<file path="src/rtl/dm.sv">
// Shared definitions for the debug module: DMI register map, field layouts and enums.
package dm;

    localparam int unsigned DMI_AW = 7;
    localparam int unsigned XLEN   = 32;
    localparam int unsigned GPR_AW = 5;

    localparam logic [DMI_AW-1:0] DATA0      = 7'h04;
    localparam logic [DMI_AW-1:0] DMCONTROL  = 7'h10;
    localparam logic [DMI_AW-1:0] DMSTATUS   = 7'h11;
    localparam logic [DMI_AW-1:0] HARTINFO   = 7'h12;
    localparam logic [DMI_AW-1:0] ABSTRACTCS = 7'h16;
    localparam logic [DMI_AW-1:0] COMMAND    = 7'h17;

    localparam logic [15:0] GPR_BASE = 16'h1000;

    typedef enum logic [2:0] {
        NONE       = 3'd0,
        BUSY       = 3'd1,
        NOTSUP     = 3'd2,
        EXCEPTION  = 3'd3,
        HALTRESUME = 3'd4
    } cmderr_e;

    typedef enum logic [1:0] {
        DMI_NOP   = 2'd0,
        DMI_READ  = 2'd1,
        DMI_WRITE = 2'd2,
        DMI_RSVD  = 2'd3
    } dmi_op_e;

    typedef enum logic [1:0] {
        A_IDLE = 2'd0,
        A_REQ  = 2'd1,
        A_DONE = 2'd2
    } abs_state_e;

    typedef struct packed {
        logic        haltreq;
        logic        resumereq;
        logic [27:0] zero0;
        logic        ndmreset;
        logic        dmactive;
    } dmcontrol_t;

    typedef struct packed {
        logic [13:0] zero0;
        logic        allresumeack;
        logic        anyresumeack;
        logic [3:0]  zero1;
        logic        allrunning;
        logic        anyrunning;
        logic        allhalted;
        logic        anyhalted;
        logic        authenticated;
        logic [2:0]  zero2;
        logic [3:0]  version;
    } dmstatus_t;

    typedef struct packed {
        logic [2:0]  zero0;
        logic [4:0]  progbufsize;
        logic [10:0] zero1;
        logic        busy;
        logic        zero2;
        cmderr_e     cmderr;
        logic [3:0]  zero3;
        logic [3:0]  datacount;
    } abstractcs_t;

    typedef struct packed {
        logic [7:0]  cmdtype;
        logic        rsvd;
        logic [2:0]  aarsize;
        logic        aarpostincrement;
        logic        postexec;
        logic        transfer;
        logic        write;
        logic [15:0] regno;
    } command_t;

endpackage

</file>
<file path="src/rtl/dm_abstract_cmd.sv">
// Abstract "access register" sequencer: drives the GPR request/ack handshake into the hart.
module dm_abstract_cmd
    import dm::*;
(
    input  logic              clk,
    input  logic              rst,
    input  logic              start,
    input  logic              write,
    input  logic [GPR_AW-1:0] regno,
    input  logic [XLEN-1:0]   data0_in,
    input  logic              dmactive,
    output logic              reg_req,
    output logic              reg_we,
    output logic [GPR_AW-1:0] reg_addr,
    output logic [XLEN-1:0]   reg_wdata,
    input  logic [XLEN-1:0]   reg_rdata,
    input  logic              reg_ack,
    output logic              busy,
    output logic              data0_wr,
    output logic [XLEN-1:0]   data0_wdata
);

    abs_state_e        state_q, state_d;
    logic              req_d, we_d;
    logic [GPR_AW-1:0] addr_d;
    logic [XLEN-1:0]   wdata_d;

    always_ff @(posedge clk) begin
        if (rst) begin
            state_q   <= A_IDLE;
            reg_req   <= 1'b0;
            reg_we    <= 1'b0;
            reg_addr  <= '0;
            reg_wdata <= '0;
        end else begin
            state_q   <= state_d;
            reg_req   <= req_d;
            reg_we    <= we_d;
            reg_addr  <= addr_d;
            reg_wdata <= wdata_d;
        end
    end

    // A deactivated DM still waits for the ack, then drops the read data.
    always_comb begin
        state_d  = state_q;
        req_d    = reg_req;
        we_d     = reg_we;
        addr_d   = reg_addr;
        wdata_d  = reg_wdata;
        data0_wr = 1'b0;
        case (state_q)
            A_IDLE: begin
                if (start) begin
                    state_d = A_REQ;
                    req_d   = 1'b1;
                    we_d    = write;
                    addr_d  = regno;
                    wdata_d = data0_in;
                end
            end
            A_REQ: begin
                if (reg_ack) begin
                    state_d  = dmactive ? A_DONE : A_IDLE;
                    req_d    = 1'b0;
                    we_d     = 1'b0;
                    addr_d   = '0;
                    wdata_d  = '0;
                    data0_wr = dmactive && !reg_we;
                end
            end
            A_DONE:  state_d = A_IDLE;
            default: state_d = A_IDLE;
        endcase
    end

    assign busy        = (state_q != A_IDLE);
    assign data0_wdata = reg_rdata;

endmodule

</file>
<file path="src/rtl/debug_module.sv">
// Debug Module register core for a single hart: DMI register file, run control and abstract commands.
module debug_module
    import dm::*;
#(
    parameter int unsigned IDLE_TIMEOUT = 0,
    parameter int unsigned NUM_GPR      = 32
) (
    input  logic              clk,
    input  logic              rst,
    input  logic              dmi_start,
    input  logic [1:0]        dmi_op,
    input  logic [DMI_AW-1:0] dmi_address,
    input  logic [XLEN-1:0]   dmi_wdata,
    output logic [XLEN-1:0]   dmi_rdata,
    output logic              dmi_finish,
    output logic              halt_req,
    output logic              resume_req,
    input  logic              hart_halted,
    input  logic              hart_running,
    output logic              ndmreset,
    output logic              reg_req,
    output logic              reg_we,
    output logic [GPR_AW-1:0] reg_addr,
    output logic [XLEN-1:0]   reg_wdata,
    input  logic [XLEN-1:0]   reg_rdata,
    input  logic              reg_ack
);

    logic            dmactive, resume_pending, resumeack;
    cmderr_e         cmderr, cmd_err_next;
    logic [XLEN-1:0] data0, rd_val, data0_wdata;
    logic            busy, data0_wr, cmd_go, cmd_start;
    logic            accept, is_read, is_write, regno_ok;
    dmcontrol_t      ctl_w, ctl_r;
    dmstatus_t       sts_r;
    abstractcs_t     acs_r;
    command_t        cmd;
    logic            unused_bits;

    assign accept    = dmi_start && !dmi_finish;
    assign is_read   = accept && (dmi_op == DMI_READ);
    assign is_write  = accept && (dmi_op == DMI_WRITE);
    assign ctl_w     = dmcontrol_t'(dmi_wdata);
    assign cmd       = command_t'(dmi_wdata);
    assign regno_ok  = (cmd.regno >= GPR_BASE) && (cmd.regno < GPR_BASE + 16'(NUM_GPR));
    assign cmd_start = is_write && (dmi_address == COMMAND) && dmactive && cmd_go;
    assign resume_req = resume_pending;

    // IDLE_TIMEOUT is reserved; no ack timeout exists.
    assign unused_bits = ^{ctl_w.zero0, cmd.rsvd, cmd.aarpostincrement, cmd.postexec,
                           1'(IDLE_TIMEOUT != 0)};

    // Command acceptance checks, highest priority first.
    always_comb begin
        cmd_err_next = cmderr;
        cmd_go       = 1'b0;
        if (busy) begin
            cmd_err_next = BUSY;
        end else if (cmderr == NONE) begin
            if (cmd.cmdtype != 8'd0 || cmd.aarsize != 3'd2 || (cmd.transfer && !regno_ok))
                cmd_err_next = NOTSUP;
            else if (!hart_halted)
                cmd_err_next = HALTRESUME;
            else
                cmd_go = cmd.transfer;
        end
    end

    always_comb begin
        ctl_r                = '0;
        ctl_r.haltreq        = halt_req;
        ctl_r.ndmreset       = ndmreset;
        ctl_r.dmactive       = dmactive;
        sts_r                = '0;
        sts_r.version        = 4'd2;
        sts_r.authenticated  = 1'b1;
        sts_r.anyhalted      = hart_halted;
        sts_r.allhalted      = hart_halted;
        sts_r.anyrunning     = hart_running;
        sts_r.allrunning     = hart_running;
        sts_r.anyresumeack   = resumeack;
        sts_r.allresumeack   = resumeack;
        acs_r                = '0;
        acs_r.datacount      = 4'd1;
        acs_r.busy           = busy;
        acs_r.cmderr         = cmderr;
        rd_val               = '0;
        case (dmi_address)
            DATA0:      rd_val = data0;
            DMCONTROL:  rd_val = ctl_r;
            DMSTATUS:   rd_val = sts_r;
            ABSTRACTCS: rd_val = acs_r;
            default:    rd_val = '0;
        endcase
    end

    // A write that leaves dmactive=1 takes effect in full, even when it is the activating write.
    always_ff @(posedge clk) begin
        if (rst) begin
            dmi_finish     <= 1'b0;
            dmi_rdata      <= '0;
            dmactive       <= 1'b0;
            halt_req       <= 1'b0;
            ndmreset       <= 1'b0;
            resume_pending <= 1'b0;
            resumeack      <= 1'b0;
            cmderr         <= NONE;
            data0          <= '0;
        end else begin
            dmi_finish <= accept;
            if (accept)
                dmi_rdata <= is_read ? rd_val : '0;
            if (resume_pending && hart_running) begin
                resume_pending <= 1'b0;
                resumeack      <= 1'b1;
            end
            if (data0_wr)
                data0 <= data0_wdata;
            if (is_write) begin
                case (dmi_address)
                    DMCONTROL: begin
                        dmactive <= ctl_w.dmactive;
                        if (!ctl_w.dmactive) begin
                            halt_req       <= 1'b0;
                            ndmreset       <= 1'b0;
                            resume_pending <= 1'b0;
                            resumeack      <= 1'b0;
                            cmderr         <= NONE;
                            data0          <= '0;
                        end else begin
                            halt_req <= ctl_w.haltreq;
                            ndmreset <= ctl_w.ndmreset;
                            if (ctl_w.resumereq && !ctl_w.haltreq) begin
                                resume_pending <= 1'b1;
                                resumeack      <= 1'b0;
                            end
                        end
                    end
                    DATA0: begin
                        if (dmactive) begin
                            if (!busy)
                                data0 <= dmi_wdata;
                            else if (cmderr == NONE)
                                cmderr <= BUSY;
                        end
                    end
                    ABSTRACTCS: begin
                        if (dmactive)
                            cmderr <= cmderr_e'(cmderr & ~dmi_wdata[10:8]);
                    end
                    COMMAND: begin
                        if (dmactive)
                            cmderr <= cmd_err_next;
                    end
                    default: ;
                endcase
            end
        end
    end

    dm_abstract_cmd u_abstract_cmd (
        .clk         (clk),
        .rst         (rst),
        .start       (cmd_start),
        .write       (cmd.write),
        .regno       (cmd.regno[GPR_AW-1:0]),
        .data0_in    (data0),
        .dmactive    (dmactive),
        .reg_req     (reg_req),
        .reg_we      (reg_we),
        .reg_addr    (reg_addr),
        .reg_wdata   (reg_wdata),
        .reg_rdata   (reg_rdata),
        .reg_ack     (reg_ack),
        .busy        (busy),
        .data0_wr    (data0_wr),
        .data0_wdata (data0_wdata)
    );

endmodule

</file>
<file path="config.mk">
export PLATFORM = sky130hd
export DESIGN_NAME = debug_module
export DESIGN_NICKNAME = d
export VERILOG_FILES = /design/src/rtl/dm.sv /design/src/rtl/dm_abstract_cmd.sv /design/src/rtl/debug_module.sv
export SDC_FILE = /design/constraint.sdc
export NUM_CORES = 1
export LEC_CHECK = 0
export ABC_AREA = 1
export CORE_ASPECT_RATIO = 0.9
export CORE_MARGIN = 2
export CORE_UTILIZATION = 47
export DETAILED_ROUTE_END_ITERATION = 10
export GPL_TIMING_DRIVEN = 0
export PLACE_DENSITY = 0.77
export SLEW_MARGIN = 15
export SYNTH_ARGS = -nofsm -noshare
export SYNTH_HDL_FRONTEND = slang
export SYNTH_SLANG_ARGS = --single-unit
</file>
<file path="constraint.sdc">
create_clock -name clk -period 2.22 [get_ports clk]
set_clock_uncertainty 0.1 [all_clocks]
set_input_delay 0.444 -clock clk [delete_from_list [all_inputs] [get_ports clk]]
set_output_delay 0.444 -clock clk [all_outputs]
set_load 0.02 [all_outputs]
</file>
==> run_results.csv, run 1 <==
group,metric,value,unit
outcome,status,"complete, no violations",
clocking,cts_buffer_depth,2,
final_layout,final_cell_mix,"nand2_1 (259), clkdlybuf4s50_1 (148), dfxtp_1 (114), a21oi_1 (111), inv_1 (61)",
synth,synth_area,4970,µm²
final_layout,drive_above_1_share,7.63,%
setup_path,crit_end,"data0[4]",
clocking,cts_sinks,114,
synth,synth-seq-cells,114,
power_and_ir_drop,pwr-share-comb,5.7,%
power_and_ir_drop,p_total,5190,µW
global_routing,overflow,0,
setup_path,cp_top_family,"buffers and inverters",
synth,syn-mean-instance-area,6.81,µm²
setup_path,slowest_stage,"clkdlybuf4s50_1",
routing,vias,5699,
routing,ant_nets,0,
power_and_ir_drop,p_sw_share,22.5,%
global_routing,grt_pass1_vias,5535,
die,io_pins,154,
setup_path,worst_path_most_repeated_cell,"nand2_1",
placed_design,io_buffers,151,
setup_path,startpoint,"dmi_address[6]",
clocking,ctsHoldBuffers,0,
setup_path,crit_arrival,2.41,ns
setup_path,crit_fanout,10,
final_layout,nets,984,
setup_path,cp.required,2.46,ns
synth,synth_edf_count,0,
setup_path,slowest_delay,0.49,ns
clocking,h-tree-depth,4,
synth,synth_top_area_share,45.9,%
sta,finalHoldViolCount,0,
die,die_y,102,µm
synth,synthTopCellsByArea,"dfxtp_1 (46%), nand2_1 (20%), a21oi_1 (11%)",
sta,holdWs,0.353,ns
routing,wl_per_cell,16.7,µm
die,core_area,10300,µm²
final_layout,final_common_cell,"nand2_1",
power_and_ir_drop,p_int,4020,µW
setup_path,cp_cell_sequence,"clkdlybuf4s50_1, nor2_4, nand2_1, nor3_4, nand3_1, inv_1, buf_2, nand2_1, a21oi_1",
sta,max_slew_margin,60.6,%
power_and_ir_drop,p_sw,1170,µW
routing,avgViaCountPerCell,5.44,
routing,drc_errors,0,
synth,synth_cells,730,
die,initial_core_util,48.3,%
clocking,cts_tree,"yes",
setup_path,critPathLaunchType,"primary input",
setup_path,crit_cells,9,
clocking,path_clk_slew,0.06,ns
clocking,clk-insertion-delay-late,0.41,ns
synth,ys_warn_count,0,
die,rows,35,
global_routing,grt_antenna_before_repair,0,
synth,yosys_most_used_dff,"dfxtp_1",
power_and_ir_drop,power_per_cell_area,701,nW/µm²
routing,finalWirelength,17.5,mm
final_layout,syn2layout_area_growth,48.8,%
routing,drt_first_pass_iters,6,
setup_path,r2r-end,"data0[6]",
final_layout,final_core_util,71.9,%
sta,drv_slew,0,
sta,post-route-period-util,97.6,%
sta,period_needed,2.17,ns
global_routing,grt_max_degree,17,
clocking,cts_buffers,17,
run,maxCapViolCount,0,
power_and_ir_drop,p_clk_share,54.8,%
worst_hold_path,min_path_type,"in2reg",
global_routing,gr-usage-all-layers,30.6,%
power_and_ir_drop,leakage,0.00259,µW
die,dieWidth,112,µm
synth,yosysUniqueCellTypes,26,
placed_design,dp.final_hpwl,12.4,mm
synth,yosysTopAreaCell,"dfxtp_1",
synth,synth.net_count,809,
routing,first_iter_violations,483,
setup_path,r2r-start,"u_abstract_cmd.state_q[0]",
synth,synthArstFlopShare,0,%
setup_path,path_class,"in2reg",
final_layout,diodes,0,
sta,fmax,462,MHz
sta,setup_viol,0,
setup_path,worstRegToRegCells,8,
power_and_ir_drop,seqPwrFrac,39.5,%
setup_path,r2r_slack,0.18,ns
setup_path,endpoint_kind,"flip-flop",
sta,worst_slew_pin_slew,0.591,ns
placed_design,gp_congestion,0.933,
die,dieArea,11400,µm²
global_routing,grt_pass1_wl,27.5,mm
clocking,root_buffer,"clkbuf_16",
synth,ys_seq_area_share,45.9,%
setup_path,path_buf_inv,3,
power_and_ir_drop,peakVddDrop,0.000445,V
[power by group through the flow]
stage / Clock [µW] / Combinational, µW / Sequential, µW
3_3_place_gp: 0 / 276 / 2090
6_report: 2840 / 296 / 2050
4_1_cts: 2840 / 285 / 2050
5_1_grt: 2930 / 312 / 2050
2_1_floorplan: 0 / 78.2 / 2090
3_5_place_dp: 0 / 277 / 2090
[area by class of cell]
| class | instances | area, µm² |
|---|---|---|
| plain buffers | 41 | 208 |
| clock buffers | 20 | 457 |
| clock inverters | 12 | 156 |
| fillers | 805 | 2900 |
| inverters | 62 | 233 |
| multi-input cells | 512 | 2320 |
| flip-flops and latches | 114 | 2280 |
| well taps | 129 | 161 |
| repair buffers | 157 | 1580 |
[through the flow]
| step | setup WS (ns) | setup TNS, ns | instances | area (µm²) |
|---|---|---|---|---|
| global placement | -0.640 | -49.43 | 1010 | 6640 |
| detailed placement | -0.699 | -52.98 | 1010 | 6640 |
| floorplan | 0.406 | 0 | 730 | 4970 |
| finish | 0.0536 | 0 | 1047 | 7400 |
| CTS | 0.00560 | 0 | 1043 | 7280 |
| global route | -0.0807 | -1.57 | 1047 | 7400 |
[synthesized netlist by cell type (2+ instances only)]
cell	instances
nand2_1	261
dfxtp_1	114
a21oi_1	111
inv_1	61
o21ai_0	37
nand3_1	35
nor2_1	35
clkbuf_1	26
buf_2	14
nand4_1	6
nor3_1	6
o22ai_1	4
nor3_2	3
nand3b_1	2
nor2_4	2
o211ai_1	2
o221ai_1	2
[worst min-delay path: stages]
cell      delay (ns)
clkbuf_1        0.19
nand2_1         0.12
a21oi_1         0.06
[worst min-delay path by stage]
stage | startpoint | endpoint | slack, ns | depth (start not counted)
floorplan | data0[31] | u_abstract_cmd.reg_wdata[31] | 0.34 | 2
global placement | u_abstract_cmd.reg_wdata[0] | u_abstract_cmd.reg_wdata[0] | 0.35 | 2
detailed placement | u_abstract_cmd.reg_addr[4] | u_abstract_cmd.reg_addr[4] | 0.35 | 2
CTS | dmi_wdata[0] | u_abstract_cmd.reg_addr[0] | 0.35 | 3
global route | u_abstract_cmd.reg_addr[4] | u_abstract_cmd.reg_addr[4] | 0.38 | 2
finish | dmi_wdata[0] | u_abstract_cmd.reg_addr[0] | 0.35 | 3
[state kept, by name, summed over array words and instances, names as in the netlist]
signal,count
u_abstract_cmd.reg_addr,5
dmactive,1
halt_req,1
resume_req,1
cmderr,3
dmi_rdata,32
u_abstract_cmd.state_q,2
resumeack,1
dmi_finish,1
ndmreset,1
u_abstract_cmd.reg_we,1
u_abstract_cmd.reg_req,1
data0,32
u_abstract_cmd.reg_wdata,32
[routing by layer]
layer	GRT usage, %	wire [µm]
met5	0	0
met4	12.0	361
met3	7.60	1800
met2	49.9	8060
met1	39.4	7310
[cell families after synthesis]
family                 synth area share (%)
buffers and inverters                  8.43
AOI/OAI and AO/OA                      16.4
DFF                                    45.9
muxes                                 0.201
and+or+nand+nor                        29.1
[what timing repair did]
item | in CTS | in global routing
setup endpoints to repair | 88 | 77
resized for setup | 6 | 26
gates cloned | 0 | 0
setup buffers | 1 | 5
pin swaps | 1 | 3
(Power assumes the default switching activity.)
==> run 2: changes to the inputs <==
ABC_AREA = unset   (was 1)
CTS_CLUSTER_SIZE = 8   (was unset)
PLACE_DENSITY = 0.78   (was 0.77)
==> run 2 against run 1 <==
Clock-buffer cell count shrank 1. Die area is 1.6% lower. Global-route usage shrank 0.96 points. First-iteration DRC count is the same. Register-to-register slack worse by 0.15 ns. Sequential share of layout area decreased by 0.21 points. Wire length fell by 3.0%. Total power up 1.2%. Cell count shrank 17%. Cell area increased by 0.69%. Synthesized cell count down 24%. Flip-flop and latch count did not move. Critical path type unchanged. Critical endpoint is now data0[18].
==> run_results.csv, run 2 <==
group,metric,value,unit
synth,synth_edf_count,0,
setup_path,cp_cell_sequence,"clkdlybuf4s50_1, nand3_1, nor2_2, buf_2, mux2_1, a22oi_1, nor2_1",
sta,fmax,457,MHz
global_routing,overflow,0,
run,maxCapViolCount,0,
global_routing,grt_max_degree,17,
final_layout,drive_above_1_share,12.1,%
sta,finalHoldViolCount,0,
clocking,path_clk_slew,0.06,ns
final_layout,final_core_util,73.3,%
power_and_ir_drop,p_clk_share,54.9,%
synth,yosysTopAreaCell,"dfxtp_1",
sta,holdWs,0.325,ns
power_and_ir_drop,p_sw,1200,µW
clocking,ctsHoldBuffers,0,
setup_path,slowest_stage,"clkdlybuf4s50_1",
sta,rsz0062_at_grt,"true",
die,dieArea,11200,µm²
synth,synth.most_common_cell,"dfxtp_1",
synth,ys_warn_count,0,
synth,synth_cells,552,
power_and_ir_drop,p_int,4050,µW
final_layout,syn2layout_area_growth,52.4,%
routing,first_iter_violations,483,
synth,synth_top_area_share,46.7,%
setup_path,cp.required,2.40,ns
placed_design,dp.final_hpwl,12.2,mm
outcome,status,"complete, no violations",
final_layout,nets,810,
synth,synthArstFlopShare,0,%
sta,setup_viol,0,
worst_hold_path,min_path_type,"in2reg",
synth,synth.net_count,631,
final_layout,reg_top3,"data0: 32 flops, dmi_rdata: 32 flops, u_abstract_cmd.reg_wdata: 32 flops",
synth,ys_seq_area_share,46.7,%
global_routing,grt_pass1_wl,26.0,mm
synth,synth-seq-cells,114,
placed_design,io_buffers,151,
clocking,cts_buffers,17,
die,core_area,10200,µm²
routing,ant_nets,0,
global_routing,grt_antenna_before_repair,0,
sta,worst_slew_pin_slew,0.645,ns
setup_path,path_class,"in2reg",
power_and_ir_drop,peakVddDrop,0.000473,V
die,dieWidth,111,µm
die,die_y,101,µm
sta,period_needed,2.19,ns
routing,drt_first_pass_iters,5,
clocking,cts_sinks,114,
routing,drc_errors,0,
setup_path,slowest_delay,0.53,ns
synth,syn-mean-instance-area,8.85,µm²
sta,max_slew_margin,57.0,%
clocking,cts_tree,"yes",
clocking,h-tree-depth,4,
setup_path,crit_arrival,2.37,ns
power_and_ir_drop,pwr-share-comb,6.0,%
final_layout,nFillCells,785,
final_layout,final_cell_mix,"clkdlybuf4s50_1 (143), dfxtp_1 (114), nor2_1 (82), a22oi_1 (59), nand2b_1 (42)",
power_and_ir_drop,leakage,0.00270,µW
sta,post-route-period-util,98.6,%
clocking,cts_buffer_depth,2,
synth,ys_top_cells_by_count,"dfxtp_1 (114), nor2_1 (84), a22oi_1 (59), nand2b_1 (42), nand3_1 (41)",
synth,synthTopCellsByArea,"dfxtp_1 (47%), a22oi_1 (9.1%), nor2_1 (6.5%)",
clocking,root_buffer,"clkbuf_16",
power_and_ir_drop,seqPwrFrac,39.0,%
setup_path,critPathLaunchType,"primary input",
routing,avgViaCountPerCell,5.83,
final_layout,diodes,0,
die,initial_core_util,48.1,%
die,io_pins,154,
synth,yosys_most_used_dff,"dfxtp_1",
die,rows,35,
sta,drv_slew,0,
synth,yosysUniqueCellTypes,43,
routing,finalWirelength,17.0,mm
final_layout,final_common_cell,"clkdlybuf4s50_1",
setup_path,endpoint_kind,"flip-flop",
routing,wl_per_cell,19.5,µm
clocking,clk-insertion-delay-late,0.41,ns
placed_design,gp_congestion,0.892,
routing,vias,5092,
setup_path,crit_fanout,10,
global_routing,grt_pass1_vias,5082,
global_routing,gr-usage-all-layers,29.6,%
power_and_ir_drop,power_per_cell_area,705,nW/µm²
power_and_ir_drop,p_sw_share,22.8,%
synth,synth_area,4890,µm²
run 2: per-layer routing:
| layer | wire (µm) | global-route usage, % |
|---|---|---|
| met2 | 8170 | 49.0 |
| met5 | 0 | 0 |
| met1 | 7160 | 38.9 |
| met4 | 511 | 12.5 |
| met3 | 1180 | 4.75 |
run 2: final cells by class:
class / count / area [µm²] / share of cell area (%)
Sequential cell: 114 / 2280 / 30.6
Buffer: 44 / 262 / 3.51
Inverter: 7 / 26.3 / 0.353
Clock buffer: 19 / 453 / 6.08
Multi-Input combinational cell: 387 / 2500 / 33.6
Tap cell: 129 / 161 / 2.17
Timing Repair Buffer: 160 / 1590 / 21.3
Clock inverter: 13 / 173 / 2.32
run 2: stage by stage:
step / instances / TNS [ns] / power (µW) / setup WS (ns) / area [µm²]
6_report: 873 / 0 / 5250 / 0.0301 / 7450
5_1_grt: 873 / -0.189 / 5370 / -0.0242 / 7450
4_1_cts: 869 / -0.000968 / 5240 / -0.000968 / 7350
3_5_place_dp: 832 / -70.10 / 2380 / -0.819 / 6560
3_3_place_gp: 832 / -63.34 / 2380 / -0.788 / 6560
2_1_floorplan: 552 / 0 / 2180 / 0.174 / 4890
run 2: logic make-up (layout without fill, tap and decap cells):
group                  count (synthesis)  count (layout)  share of synthesized area [%]
flip-flops                           114             114                           46.7
AO/OA/AOI/OAI                        137             137                           18.0
multiplexers                          34              34                           7.78
AND/OR/NAND/NOR                      216             216                           22.4
buffers and inverters                 51             243                           5.12
run 2: worst max-delay path, delay by kind of cell:
| family | cells | cell delay (ns) |
|---|---|---|
| AND/OR/NAND/NOR | 3 | 0.47 |
| multiplexers | 1 | 0.37 |
| buffers and inverters | 2 | 0.87 |
| AO/OA/AOI/OAI | 1 | 0.21 |
run 2: final timing paths:
path              depth (start not counted)  slack, ns                         start                            to
setup / recovery                          7       0.03                       reg_ack                     data0[18]
hold / removal                            3       0.33                 dmi_wdata[26]                     data0[26]
setup reg to reg                          7       0.03     u_abstract_cmd.state_q[0]                     data0[18]
hold reg to reg                           2       0.36  u_abstract_cmd.reg_wdata[13]  u_abstract_cmd.reg_wdata[13]
run 2: repair_timing:
item	4_1_cts	5_1_grt
resized for setup	29	22
pin swaps	3	11
setup buffers	5	4
endpoints found under the setup margin	96	95
run 2: power groups by stage:
stage	clock, µW	sequential, µW	combinational (µW)
5_1_grt	2990	2050	334
3_5_place_dp	0	2090	285
6_report	2880	2050	317
4_1_cts	2890	2050	303
2_1_floorplan	0	2090	84.7
3_3_place_gp	0	2090	283
